[config.mk]
export PLATFORM = sky130hd
export DESIGN_NAME = mod_mapper_ctrl
export DESIGN_NICKNAME = d
export VERILOG_FILES = /design/src/rtl/mod_mapper_pkg.sv /design/src/rtl/mod_bit_collector.sv /design/src/rtl/mod_mapper_ctrl.sv
export SDC_FILE = /design/constraint.sdc
export NUM_CORES = 1
export LEC_CHECK = 0
export ABC_AREA = 1
export BUFFER_PORTS_ARGS = -buffer_cell sky130_fd_sc_hd__buf_2
export CAP_MARGIN = 20
export CORE_ASPECT_RATIO = 1.1
export CORE_MARGIN = 2
export CORE_UTILIZATION = 53
export DETAILED_ROUTE_END_ITERATION = 16
export GPL_TIMING_DRIVEN = 0
export PLACE_DENSITY = 0.76
export SYNTH_ARGS = -nofsm -noshare
export SYNTH_HDL_FRONTEND = slang
export SYNTH_SLANG_ARGS = --single-unit
[constraint.sdc]
create_clock -name CLK -period 4.9 [get_ports CLK]
set_input_delay 0.49 -clock CLK [delete_from_list [all_inputs] [get_ports CLK]]
set_output_delay 0.49 -clock CLK [all_outputs]
set_load 0.02 [all_outputs]
[src/rtl/mod_mapper_pkg.sv]
// mod_mapper_pkg: scheme codes, Qm lookup and FSM state type for the modulation mapper controller.
package mod_mapper_pkg;
   localparam logic [1:0] SCH_QPSK   = 2'd0;
   localparam logic [1:0] SCH_16QAM  = 2'd1;
   localparam logic [1:0] SCH_64QAM  = 2'd2;
   localparam logic [1:0] SCH_256QAM = 2'd3;

   typedef enum logic [1:0] {IDLE, COLLECT, MAP, OUT} state_t;

   function automatic logic [3:0] qm_of(input logic [1:0] s);
      return {1'b0, s, 1'b0} + 4'd2;
   endfunction
endpackage

[src/rtl/mod_bit_collector.sv]
// mod_bit_collector: MSB-first shift register and bit counter filling the Qm-wide LUT field.
module mod_bit_collector (
   input  logic       clk,
   input  logic       rst,
   input  logic [3:0] Qm,
   input  logic       accept,
   input  logic       clear,
   input  logic       bit_in,
   output logic       full,
   output logic [7:0] LUT_Bits
);
   logic [3:0] cnt;

   // asserted on the accept that completes the field, so the FSM leaves COLLECT on that same edge
   assign full = accept && (cnt == Qm - 4'd1);

   always_ff @(posedge clk) begin
      if (rst || clear) begin
         cnt      <= '0;
         LUT_Bits <= '0;
      end else if (accept) begin
         cnt      <= cnt + 4'd1;
         LUT_Bits <= {LUT_Bits[6:0], bit_in};
      end
   end
endmodule

[src/rtl/mod_mapper_ctrl.sv]
// mod_mapper_ctrl: collects Qm serial bits per symbol, pulses the LUT enable and hands the symbol downstream.
// Define MOD_MAPPER_256QAM_EN to make scheme 3 (256QAM) legal.
module mod_mapper_ctrl
   import mod_mapper_pkg::*;
#(
   parameter int LUT_WIDTH = 18,
   parameter int CNT_WIDTH = 16
) (
   input  logic                 CLK,
   input  logic                 RST,
   input  logic                 Start,
   input  logic                 Abort,
   input  logic [1:0]           Mod_Scheme,
   input  logic [CNT_WIDTH-1:0] Num_Symbols,
   input  logic                 Bit_In,
   input  logic                 Bit_Valid,
   output logic                 Bit_Ready,
   output logic [7:0]           LUT_Bits,
   output logic                 EN_QPSK,
   output logic                 EN_16QAM,
   output logic                 EN_64QAM,
   output logic                 EN_256QAM,
   output logic                 Sym_Valid,
   input  logic                 Sym_Ready,
   output logic                 Busy,
   output logic                 Done,
   output logic                 Err,
   output logic [CNT_WIDTH-1:0] Sym_Cnt
);
`ifdef MOD_MAPPER_256QAM_EN
   localparam logic QAM256 = 1'b1;
`else
   localparam logic QAM256 = 1'b0;
`endif

   if (LUT_WIDTH < 1) begin : g_bad_width
      $error("LUT_WIDTH must be positive");
   end

   state_t               state;
   logic [1:0]           scheme_q;
   logic [CNT_WIDTH-1:0] num_q;
   logic [CNT_WIDTH-1:0] cnt_inc;
   logic [3:0]           en;
   logic                 full;
   logic                 accept;
   logic                 clear;
   logic                 illegal;

   assign accept    = Bit_Valid & Bit_Ready;
   assign clear     = Abort | (state == IDLE) | (state == OUT & Sym_Ready);
   assign illegal   = (Mod_Scheme == SCH_256QAM) && !QAM256;
   assign cnt_inc   = Sym_Cnt + CNT_WIDTH'(1);
   assign Busy      = state != IDLE;
   assign EN_QPSK   = en[0];
   assign EN_16QAM  = en[1];
   assign EN_64QAM  = en[2];
   assign EN_256QAM = en[3] & QAM256;

   mod_bit_collector u_collector (
      .clk      (CLK),
      .rst      (RST),
      .Qm       (qm_of(scheme_q)),
      .accept   (accept),
      .clear    (clear),
      .bit_in   (Bit_In),
      .full     (full),
      .LUT_Bits (LUT_Bits)
   );

   always_ff @(posedge CLK) begin
      if (RST) begin
         state     <= IDLE;
         scheme_q  <= SCH_QPSK;
         num_q     <= '0;
         Bit_Ready <= 1'b0;
         en        <= '0;
         Sym_Valid <= 1'b0;
         Done      <= 1'b0;
         Err       <= 1'b0;
         Sym_Cnt   <= '0;
      end else if (Abort) begin
         state     <= IDLE;
         Bit_Ready <= 1'b0;
         en        <= '0;
         Sym_Valid <= 1'b0;
         Done      <= 1'b0;
      end else begin
         case (state)
            IDLE: begin
               Done <= 1'b0;
               if (Start) begin
                  if (illegal) Err <= 1'b1;
                  else if (Num_Symbols == '0) Done <= 1'b1;
                  else begin
                     scheme_q  <= Mod_Scheme;
                     num_q     <= Num_Symbols;
                     Sym_Cnt   <= '0;
                     Bit_Ready <= 1'b1;
                     state     <= COLLECT;
                  end
               end
            end
            COLLECT: if (full) begin
               Bit_Ready <= 1'b0;
               en        <= 4'b0001 << scheme_q;
               state     <= MAP;
            end
            MAP: begin
               en        <= '0;
               Sym_Valid <= 1'b1;
               state     <= OUT;
            end
            OUT: if (Sym_Ready) begin
               Sym_Valid <= 1'b0;
               Sym_Cnt   <= cnt_inc;
               if (cnt_inc == num_q) begin
                  Done  <= 1'b1;
                  state <= IDLE;
               end else begin
                  Bit_Ready <= 1'b1;
                  state     <= COLLECT;
               end
            end
            default: state <= IDLE;
         endcase
      end
   end
endmodule

## After elaboration in Yosys (flattened, before gate mapping)

Index checks and enable logic that the tools add are counted.

- Bits in registers: 55
- Output and inout port bits: 33

- Add/subtract/negate cells: 4
- Equal/unequal tests: 13
- Shift operators: 1
- Mux-type cells: 29
- Bitwise logic cells: 7
- Reduce and logical (&&, ||, !) cells: 18

Operator list:

| kind | count |
|---|---|
| $mux 16 | 4 |
| $pmux 16 s2 | 1 |
| $add 16x1->16 const B | 1 |
| $eq 16x16->1 | 1 |
| $logic_not 16->1 | 1 |
| $mux 1 | 13 |
| $ne 2x2->1 const B | 6 |
| $mux 2 | 5 |
| $reduce_and 5->1 | 2 |
| $pmux 2 s4 | 1 |
| $reduce_bool 2->1 | 4 |
| $reduce_and 7->1 | 1 |
| $eq 2x2->1 const B | 3 |
| $pmux 3 s2 | 1 |
| $reduce_and 6->1 | 1 |
| $add 3x2->4 const B | 1 |
| $add 4x1->4 const B | 1 |
| $eq 4x4->1 | 1 |
| $pmux 1 s2 | 2 |
| $reduce_and 2->1 | 2 |
| $reduce_and 4->1 | 1 |
| $sub 4x1->4 const B | 1 |
| $mux 3 | 1 |
| $not 1->1 | 3 |
| other kinds (12) | 14 |

## Logic depth before layout (Yosys ltp)

Gate-level depths: netlist of run 1.

- Depth in word-level cells: 6
- Depth in mapped cells: 16
- Mapped depth without buffers: 16

## By module

From an unflattened synthesis of run 1, not the netlist that was laid out.

- Cell total of the unflattened synthesis: 459
- Area total of the unflattened synthesis: 3123.0 µm²

By module, submodules not included:

| module | times used | cells an instance | area each (µm²) | seq. area each (µm²) |
|---|---|---|---|---|
| mod_mapper_ctrl | 1 | 368 | 2529.9 | 860.8 |
| mod_bit_collector | 1 | 91 | 593.1 | 240.2 |

## Least setup slack after synthesis of run 1

OpenSTA, ideal clock, no wires.

- Path kind: register -> register
- From: register Sym_Cnt[1]
- To: register Bit_Ready
- Setup time: 0.115 ns
- Arrival time: 1.848 ns
- Required time: 4.785 ns
- Path slack: 2.937 ns
- Cell stages (with the launch flop): 15
- Cells stage by stage: dfxtp_1 -> ha_1 -> nand2_2 -> nor2_8 -> nand2_1 -> nand2_2 -> nand2_1 -> nand2_1 -> nand2_1 -> nor2_1 -> nand3_1 -> nor2_2 -> nand3_1 -> a21oi_1 -> nor2_1

- Word-level cells in the longest chain between the ends: 4

RTL lines:

| what | line | RTL |
|---|---|---|
| start, declared | mod_mapper_ctrl.sv:28 | `output logic [CNT_WIDTH-1:0] Sym_Cnt` |
| start signal, assigned | mod_mapper_ctrl.sv:116 | `Sym_Cnt <= cnt_inc;` |
| $add 16x1->16 | mod_mapper_ctrl.sv:53 | `assign cnt_inc = Sym_Cnt + CNT_WIDTH'(1);` |
| $eq 16x16->1 | mod_mapper_ctrl.sv:117 | `if (cnt_inc == num_q) begin` |
| $ne 2x2->1 (no source line) | n/a |  |
| $reduce_and 7->1 (no source line) | n/a |  |
| end signal, assigned | mod_mapper_ctrl.sv:76 | `Bit_Ready <= 1'b0;` |
| end signal, assigned | mod_mapper_ctrl.sv:84 | `Bit_Ready <= 1'b0;` |
| end signal, assigned | mod_mapper_ctrl.sv:121 | `Bit_Ready <= 1'b1;` |
| end, declared | mod_mapper_ctrl.sv:17 | `output logic Bit_Ready,` |

No other way between the ends.
A chain may end at the register's enable or synchronous reset.

## Worst setup path in the final report of run 1

- From: register Sym_Cnt[0]
- To: register Bit_Ready

The elaborated chain is that of the path after synthesis.

==> impl_results.md, run 1 <==
- Area grow syn2layout: 16.0%
- Synthesized area: 3180 um2
- Final worst path period share: a little under half
- Post-CTS setup buffer count: 0
- Clock transition at path regs: about 0.1 ns
- Max-slew headroom: 56.9%
- I/O pins: 58
- Final Hold Fails: 0
- Placed Cells: around 620
- Clk pwr share: roughly a third
- Worst hold slack: 0.422 ns
- Combinational power share: 21.4%
- Later-pin clock latency in the skew report: ~0.31 ns
- Post-CTS sizing: 0
- Fill cell total of the finished layout: 537
- Number of port buffers: between 50 and 60
- Cts hold-fix bufs: 0
- Starting density of the core: between 50% and 60%
- Avg Cell Area, Syn: about 6.5 um2
- Synthesized instance count: about 490
- H-tree Lvls: 2
- WL/cell: approximately 14 um
- Vias in the first global route: 3188
- Library cells used by synthesis: 30
- Ys Warns: 0
- CP max FO: 6
- Num CTS Buffers: 5
- Yosys top cell area share: 34.6%
- Critical path arrival: 2.55 ns
- Met2 WL: around 4.3 mm
- Die Outline Area: ~6600 um2
- Detail Route met3 WL: around 630 um
- Leak: 1.67 nW
- Synth top area cells: dfxtp_1 (35%), nand2_1 (15%), a21oi_1 (7.1%)
- Largest net degree at the start of global routing: 17
- Post-layout util: a little under two thirds
- HPWL after DPL: slightly below 7 mm
- Clk buf depth: 2
- Synth Register Bits: 55
- Layout cells sized above 1: between 10% and 20%
- Synth async-reset ratio: 0%
- Number of core rows: 29
- CTS root buf: clkbuf_8
- HP Class: input pin to register
- CP Launch Type: register
- Power Internal: 0.757 mW
- Post-synth EDFFs: 0
- DRT Pass-1 Iters: 6
- Final Skew: 0.00371 ns
- Top routing layer used: met4
- CP max stage cell: dfxtp_1
- Total power: around 1.1 mW
- First-pass GRT wire length: 14.4 mm
- GRT overflow: 0
- Ant. Diodes: 0
- Tmin final: 2.30 ns
- CP dominant cell by count: nand3_1
- Critical Path Max Stage Delay: ~0.45 ns
- Post-Synthesis Net Count: just over 500
- Nature of the critical path endpoint: register
- Via density: roughly 5.5
- Core Box Area: 5770 um2
- Final setup viols: 0
- # clock sinks: 55
- Reg area: roughly 1100 um2
- Top_reg_cell synth: dfxtp_1
- Synth area leader: dfxtp_1
- All-Layer GR Usage: ~27%
- Initial DRC count: roughly 300
- Switching share of power: between 30% and 40%
- Via count: between 3000 and 4000
- Fin nets: around 580
- Die height: between 80 and 90 um
- VDD IR max: around 0.00019 V
- Share of power burned in registers: a little under half
- NetSw: around 0.34 mW
- Slew @ Worst Pin: between 0.6 and 0.7 ns
- P per Cell Area: 297 nW/um2
- Achievable Freq: 435 MHz
- Multi-input logic area: approximately 1800 um2
- Routed WL: 8.81 mm
- Non-Filler Instances: between 600 and 700
- # DRC: 0
- Crit Path Class: register to register
- Max-slew violations: 0
- Outcome: completed
- Setup tns final: 0 ns
- Chip width: around 78 um
- TritonCTS clock tree: built
- RSZ-0062 raised after global routing: false
- Max Cap Violations: 0
- Wl on met1: roughly 3.6 mm
- ANT nets after route: 0
- Initial antenna violation count: 0
- CP Cell Sequence: ha_1 > nand3_1 > nor2_2 > nand4_1 > nand3_1 > nand2_1 > nor2_1 > nand2_1 > nor2_2 > nand3_1 > nand3_1 > nand2_1 > nor2_1
- Routability cong.: ~0.9
- Post-synthesis sequential area ratio: 34.6%
- Worst EP required: ~5 ns
[final cells by class]
class	count	share of cell area, %
multi-input combinational	364	49.2
sequential	55	29.8
timing repair buffer	56	7.60
inverter	54	5.49
tap	77	2.61
clock buffer	6	1.97
clock inverter	2	1.63
buffer	15	1.63
[metal layers]
layer	GRT usage, %	vias to the layer above
li1	-	1728
met1	33.6	1569
met2	45.8	143
met3	5.53	25
met4	12.0	0
met5	0	-
[worst paths after layout]
path | start | end | slack, ns | depth (start not counted)
setup / recovery | Sym_Cnt[0]$_SDFFE_PP0P_ | Bit_Ready$_SDFFE_PP0P_ | 2.60 | 13
hold / removal | RST | Sym_Cnt[0]$_SDFFE_PP0P_ | 0.42 | 2
setup reg to reg | Sym_Cnt[0]$_SDFFE_PP0P_ | Bit_Ready$_SDFFE_PP0P_ | 2.60 | 13
hold reg to reg | u_collector.LUT_Bits[7]$_SDFFE_PP0P_ | u_collector.LUT_Bits[7]$_SDFFE_PP0P_ | 0.48 | 2
[registers in the layout, indices dropped and copies added (netlist names)]
signal	cells
scheme_q	2
state	2
u_collector.cnt	4
u_collector.LUT_Bits	8
Bit_Ready	1
Err	1
num_q	16
Done	1
en	3
Sym_Valid	1
Sym_Cnt	16
[metrics by stage]
stage               area [um2]  setup slack, ns
detailed placement        3560             2.46
finish                    3690             2.60
global placement          3560             2.52
global route              3690             2.45
floorplan                 3180             2.94
CTS                       3690             2.66
[power by group through the flow]
stage | combinational, mW | clock (mW) | sequential (mW)
floorplan | 0.147 | 0 | 0.522
global placement | 0.225 | 0 | 0.510
detailed placement | 0.230 | 0 | 0.511
CTS | 0.232 | 0.363 | 0.501
global route | 0.261 | 0.379 | 0.506
finish | 0.234 | 0.359 | 0.502
[cells in the final DEF (no fill, tap or decap), drive strengths merged, types with 2 or more instances in the layout]
cell	instances
ha	6
nor4	5
o21ai	31
a31oi	7
bufinv	2
clkbuf	20
nand3	48
nor2	51
nor3b	7
dfxtp	55
inv	54
a21oi	45
nand4	12
a211oi	3
buf	57
nor3	5
nand2	137
[cell usage after synthesis (3+ instances only)]
cell and count:
dfxtp_1 55, nor2_4 5, a21oi_1 45, a211oi_1 3
ha_1 6, clkbuf_1 14, nand4_1 12, nor2_1 41
nand2_1 128, a31oi_1 7, nor4_1 5, o21ai_0 31
nand3_1 44, nor2_2 4, nand3_2 4, nor3b_1 7
nand2_2 8, nor3_1 4, inv_1 54
[cells by family (layout without fill, tap and decap cells)]
kind of cell	Yosys count	in the layout	share of synthesized area [%]
simple gates	268	268	39.8
xor+xnor	1	1	0.275
fa+ha+maj	6	6	2.36
buf+inv	69	133	8.26
flops	55	55	34.6
compound gates	88	88	14.6
other cells	1	1	0.118
[worst max-delay path: cells and delay by family, from the launching register on]
family                     cells  cell delay, ns
and+or+nand+nor               12            1.51
DFF                            1            0.45
adders and majority gates      1            0.28
(Power assumes the default switching activity.)
==> run 2: changes to the inputs <==
--- a/config.mk
+++ b/config.mk
@@ -5,7 +5,7 @@
 export SDC_FILE = /design/constraint.sdc
 export NUM_CORES = 1
 export LEC_CHECK = 0
-export ABC_AREA = 1
+export ABC_AREA = 0
 export BUFFER_PORTS_ARGS = -buffer_cell sky130_fd_sc_hd__buf_2
 export CAP_MARGIN = 20
 export CORE_ASPECT_RATIO = 1.1
@@ -13,7 +13,7 @@
 export CORE_UTILIZATION = 53
 export DETAILED_ROUTE_END_ITERATION = 16
 export GPL_TIMING_DRIVEN = 0
-export PLACE_DENSITY = 0.76
+export PLACE_DENSITY = 0.77
 export SYNTH_ARGS = -nofsm -noshare
 export SYNTH_HDL_FRONTEND = slang
 export SYNTH_SLANG_ARGS = --single-unit
==> constraint.sdc (replaced) <==
create_clock -name CLK -period 2.3 [get_ports CLK]
set_input_delay 0.23 -clock CLK [delete_from_list [all_inputs] [get_ports CLK]]
set_output_delay 0.23 -clock CLK [all_outputs]
set_load 0.02 [all_outputs]
==> run 2 against run 1 <==
Compared with the run above:
- clock skew up 0.012 ns
- via count down 13%
- non-clock buffer count up 9
- wire length down 11%
- core utilization down 0.36 points
- sequential share of layout area up 0.96 points
- sequential power up 97%
- global-route usage down 2.5 points
- total power up 63%
- worst setup slack worse by 2.5 ns
- sequential cell count unchanged
- combinational power down 13%
==> impl_results.md, run 2 <==
- Clock transition at path regs: 0.12 ns
- Nature of the critical path endpoint: register
- Tmin final: approximately 2.2 ns
- Outcome: completed
- Most frequent cells in the layout: buf_2 (61), dfxtp_1 (49), nor2_1 (48)
- Achievable Freq: ~450 MHz
- P per Cell Area: 496 nW/um2
- Later-pin clock latency in the skew report: approximately 0.33 ns
- Ant. Diodes: 0
- Clk buf depth: 2
- M1 GR Usage: a little under a third
- Grt peak-use layer: met2
- Library cells used by synthesis: between 50 and 60
- Avg Cell Area, Syn: approximately 8 um2
- HPWL after DPL: 5.81 mm
- # DRC: 0
- Yosys top cell area share: 36.1%
- Met2 Use GR: between 40% and 50%
- Largest registers: Sym_Cnt (16), num_q (16), u_collector.LUT_Bits (8)
- CP Launch Type: register
- Worst EP required: between 2 and 3 ns
- Routability cong.: 0.915
- Final Skew: ~0.016 ns
- Chip width: roughly 76 um
- H-tree Lvls: 2
- Commonest non-fill, non-tap cell in the layout: buf_2
- TritonCTS clock tree: built
- Layout cells sized above 1: 22.8%
- Cts hold-fix bufs: 0
- M3 GR Usage: between 4 and 5%
- Largest net degree at the start of global routing: 20
- DRT Pass-1 Iters: 5
- # clock sinks: 55
- Top_reg_cell synth: dfxtp_1
- Die Outline Area: approximately 6400 um2
- Vias in the first global route: around 2800
- Crit Path Class: register to register
- Initial antenna violation count: 0
- Final Hold Fails: 0
- Critical path arrival: between 2 and 2.5 ns
- Post-layout util: 63.6%
- Synthesized instance count: 374
- Fin nets: about 470
- Synthesized area: between 3000 and 4000 um2
- Leak: roughly 1.6 nW
- Post-synthesis sequential area ratio: between 30 and 40%
- Synth async-reset ratio: 0%
- Num CTS Buffers: 5
- ANT nets after route: 0
- Post-Synthesis Net Count: just over 400
- All-Layer GR Usage: between 20% and 30%
- Via density: 5.84
- Via count: 3011
- Max Cap Violations: 0
- CP max FO: 10
- Placed Cells: between 500 and 600
- GRT overflow: 0
- RSZ-0062 raised after global routing: true
- Starting density of the core: between 50% and 60%
- HP Class: input pin to register
- Final setup viols: 0
- Routed WL: between 7 and 8 mm
- VDD IR max: 0.000342 V
- CTS root buf: clkbuf_8
- Post-synth EDFFs: 0
- Die height: 83.6 um
- Initial DRC count: 138
- Synth Register Bits: 55
- Area grow syn2layout: 17.9%
- Synth top area cells: dfxtp_1 (36%), mux2i_1 (6.6%), nor2_1 (5.9%)
- Non-Filler Instances: slightly above 500
- Ys Warns: 0
- First-pass GRT wire length: 13.0 mm
- Max-slew violations: 0
- Worst reg-to-reg setup slack: 0.07 ns
- Final worst setup slack: just over 0.07 ns
- Worst hold slack: 0.123 ns
- Post-place setup slack: -0.357 ns
- Fill cell total of the finished layout: ~520
- Slew @ Worst Pin: between 0.5 and 0.6 ns
- Synth top cells by count: dfxtp_1 (55), nor2_1 (48), nand2_1 (40), a21oi_1 (35), mux2i_1 (20)
- Synth area leader: dfxtp_1
- Number of port buffers: 55
- WL/cell: approximately 15 um
- Total power: 1.79 mW
- Most frequent cell after synthesis: dfxtp_1
- Number of core rows: 29
- Final worst path period share: 96.8%
- I/O pins: slightly below 60
- Core Box Area: 5660 um2
- Max-slew headroom: between 60% and 70%
[run 2: where the power goes]
group | switching (mW) | leakage [nW] | internal, mW
registers | 0.0193 | 0.448 | 0.971
logic | 0.117 | 1.07 | 0.0863
clock network | 0.367 | 0.0467 | 0.227
total | 0.503 | 1.56 | 1.28
[run 2: final cells by class]
| cell class | count | area [um2] | area share [%] |
|---|---|---|---|
| well taps | 77 | 96.3 | 2.68 |
| clock buffers | 5 | 68.8 | 1.91 |
| flip-flops and latches | 55 | 1110 | 30.8 |
| inverters | 7 | 26.3 | 0.730 |
| multi-input cells | 289 | 1840 | 51.2 |
| repair buffers | 58 | 298 | 8.27 |
| clock inverters | 3 | 27.5 | 0.765 |
| plain buffers | 22 | 130 | 3.61 |
[run 2: critical path, cell delays in order, from the launching register on]
cell,delay (ns)
dfxtp_2,0.35
buf_6,0.14
nand4_4,0.19
or3_1,0.40
a2111o_1,0.44
a31oi_1,0.19
nand4_1,0.17
a32o_1,0.25
[run 2: logic make-up (layout without fill, tap and decap cells)]
family | after synthesis | in the layout | share of synthesized area, %
AND/OR/NAND/NOR | 159 | 159 | 27.3
AO/OA/AOI/OAI | 80 | 80 | 16.5
flip-flops | 55 | 55 | 36.1
buffers and inverters | 30 | 95 | 4.47
XOR/XNOR | 23 | 23 | 6.60
multiplexers | 20 | 20 | 6.55
adder cells (fa/ha/maj) | 6 | 6 | 2.46
other | 1 | 1 | 0.123
[run 2: repair_timing]
| action | CTS | global route |
|---|---|---|
| pin swaps | 1 | 7 |
| endpoints found under the setup margin | 12 | 19 |
| buffers inserted | 1 | 2 |
| resized for setup | 4 | 24 |
[run 2: layer usage]
metal / part of all wire, % / up-vias
met5: 0 / -
met4: 2.3 / 0
met3: 5.2 / 17
met2: 50 / 94
met1: 43 / 1429
li1: - / 1471
[run 2: per-stage QoR]
stage / setup TNS [ns] / cell area, um2
floorplan: 0 / 3050
global placement: -4.24 / 3430
detailed placement: -5.25 / 3430
CTS: 0 / 3540
global route: -0.0282 / 3600
finish: 0 / 3600
[run 2: worst paths after layout]
check	from	to	cells after the start
max	Sym_Cnt[3]$_SDFFE_PP0P_	Bit_Ready$_SDFFE_PP0P_	7
min	Bit_In	u_collector.LUT_Bits[0]$_SDFFE_PP0P_	3
max reg2reg	Sym_Cnt[3]$_SDFFE_PP0P_	Bit_Ready$_SDFFE_PP0P_	7
min reg2reg	en[1]$_SDFFE_PP0P_	en[1]$_SDFFE_PP0P_	2
==> run 3: changes to the inputs <==
==> constraint.sdc (replaced) <==
create_clock -name CLK -period 2.2 [get_ports CLK]
set_input_delay 0.22 -clock CLK [delete_from_list [all_inputs] [get_ports CLK]]
set_output_delay 0.22 -clock CLK [all_outputs]
set_load 0.02 [all_outputs]
==> run 3 against run 2 <==
Compared with the run above:
- critical path depth did not move
- maximum frequency rose by 2.8%
- cell count rose by 1.6%
- first-iteration DRC count rose by 8.7%
- final area rose by 3.6%
- core utilization rose by 2.3 points
- critical path type unchanged
==> impl_results.md, run 3 (synthesis results as in run 2) <==
- Max-slew violations: 0
- Critical Path Max Stage Delay: between 0.4 and 0.5 ns
- Ant. Diodes: 0
- CTS root buf: clkbuf_8
- Worst R2R Start: Sym_Cnt[12]$_SDFFE_PP0P_
- Final worst setup slack: 0.0325 ns
- Met2 WL: around 3.7 mm
- Via count: between 3000 and 4000
- Final Skew: 0.00411 ns
- Final worst path period share: approximately 100%
- Hold Startpoint: Bit_In
- Outcome: completed
- Slew @ Worst Pin: 0.553 ns
- Tmin final: 2.17 ns
- Largest registers: Sym_Cnt (16), num_q (16), u_collector.LUT_Bits (8)
- Num CTS Buffers: 5
- Design area: 3730 um2
- Detail Route met3 WL: around 460 um
- Clock transition at path regs: 0.10 ns
- Routed WL: approximately 7.8 mm
- I/O pins: 58
- CP Launch Type: register
- HP Class: input pin to register
- Core Box Area: approximately 5700 um2
- Number of core rows: 29
- Leak: between 1.5 and 2 nW
- Max-slew headroom: 63.1%
- Reg2Reg Depth: 7
- Area grow syn2layout: 22.1%
- Final Hold Fails: 0
- Fin nets: 477
- All-Layer GR Usage: between 20% and 30%
- WHS Path Cells: 3
- RSZ-0062 raised after global routing: true
- Largest net degree at the start of global routing: 19
- Initial DRC count: 150
- DRT Pass-1 Iters: 5
- CP Cell Sequence: xor2_2 > or4b_4 > a211o_1 > a211oi_2 > nand4_1 > nand2_1 > a221oi_2
- # DRC: 0
- Top routing layer used: met4
- Nature of the critical path endpoint: register
- Routability cong.: approximately 0.94
- HPWL after DPL: roughly 5.7 mm
- Via density: roughly 5.8
- TritonCTS clock tree: built
- Most frequent cells in the layout: buf_2 (58), dfxtp_1 (49), nor2_1 (48)
- Final setup viols: 0
- CP max stage cell: or4b_4
- Critical path arrival: 2.37 ns
- Commonest non-fill, non-tap cell in the layout: buf_2
- Chip width: around 76 um
- H-tree Lvls: 2
- Achievable Freq: 461 MHz
- Die Outline Area: around 6400 um2
- DP Area: around 3400 um2
- Number of port buffers: 55
- CP max FO: 5
- Worst EP required: around 2.4 ns
- P per Cell Area: between 400 and 500 nW/um2
- Later-pin clock latency in the skew report: roughly 0.32 ns
- Die height: between 80 and 90 um
- VDD IR max: about 0.00050 V
- WHS Endpoint: u_collector.LUT_Bits[0]$_SDFFE_PP0P_
- Clk buf depth: 2
- Reg2reg end: state[0]$_SDFFE_PP0P_
- Post-place setup slack: -0.396 ns
- Max Cap Violations: 0
- ANT nets after route: 0
- Wl on met1: ~3.4 mm
- # clock sinks: 55
- First-pass GRT wire length: around 13 mm
- Crit Path Class: register to register
- Vias in the first global route: roughly 2700
- Fill cell total of the finished layout: between 400 and 500
- GRT overflow: 0
- Initial antenna violation count: 0
- WL/cell: ~15 um
- Layout cells sized above 1: roughly a quarter
- Starting density of the core: ~54%
- Worst reg-to-reg setup slack: about 0.032 ns
-- run 3: cell types whose count changed in the layout (fill, tap and decap cells not counted), sizes merged --
cell      before  now
buf           69   76
clkinv         1    3
clkbuf        16   17
clkinvlp       1    0
inv            8    7
-- run 3: worst max path at each step --
stage	slack (ns)	endpoint	startpoint
3_3_place_gp	-0.40	Sym_Cnt[1]$_SDFFE_PP0P_	state[1]$_SDFFE_PP0P_
3_5_place_dp	-0.40	Sym_Cnt[1]$_SDFFE_PP0P_	state[1]$_SDFFE_PP0P_
6_report	0.03	state[0]$_SDFFE_PP0P_	Sym_Cnt[12]$_SDFFE_PP0P_
5_1_grt	-0.02	state[0]$_SDFFE_PP0P_	Sym_Cnt[0]$_SDFFE_PP0P_
4_1_cts	0.005	state[0]$_SDFFE_PP0P_	Sym_Cnt[9]$_SDFFE_PP0P_
2_1_floorplan	0.02	Bit_Ready$_SDFFE_PP0P_	Sym_Cnt[0]$_SDFFE_PP0P_
-- run 3: per-layer routing --
metal  global-route usage [%]  vias to the layer above
met3                     3.79                       17
met4                     10.4                        0
met2                     40.3                      111
li1                         -                     1486
met5                        0                        -
met1                     30.9                     1415
-- run 3: through the flow --
stage / std cells / power [mW] / hold slack [ns] / util (%) / setup TNS (ns)
final: 524 / 1.84 / 0.126 / 65.9 / 0
after global routing: 524 / 1.92 / 0.138 / 65.9 / -0.0202
after CTS: 514 / 1.84 / 0.125 / 62.6 / 0
after detailed placement: 506 / 1.27 / 0.441 / 60.5 / -5.46
after global placement: 506 / 1.26 / 0.438 / 60.5 / -5.17
after floorplan: 374 / 1.20 / 0.356 / - / 0
-- run 3: what timing repair did --
action | CTS | global route
resized for setup | 10 | 35
setup buffers | 1 | 10
hold buffers | 0 | 0
endpoints found under the hold margin | 0 | 0
pin swaps | 4 | 12
setup endpoints to repair | 12 | 15
-- run 3: cell type report --
cell class,instances,area (um2),area share (%)
buffer,22,141,3.79
clock buffer,5,68.8,1.85
clock inverter,3,22.5,0.604
inverter,7,26.3,0.705
multi-input combinational,289,1900,50.9
sequential,55,1110,29.9
tap,77,96.3,2.58
timing repair buffer,66,362,9.70
-- run 3: where the power goes --
group          internal, mW  total, mW  leakage [nW]  switching [mW]
registers              1.01       1.03         0.449          0.0207
logic                0.0922      0.216          1.12           0.124
clock network         0.229      0.590        0.0485           0.361
-- run 3: worst max-delay path, delay by kind of cell, from the launching register on --
family | cells | cell delay (ns)
DFF | 1 | 0.38
xor gates and xnor gates | 1 | 0.20
and+or+nand+nor | 3 | 0.85
AOI/OAI and AO/OA | 3 | 0.63
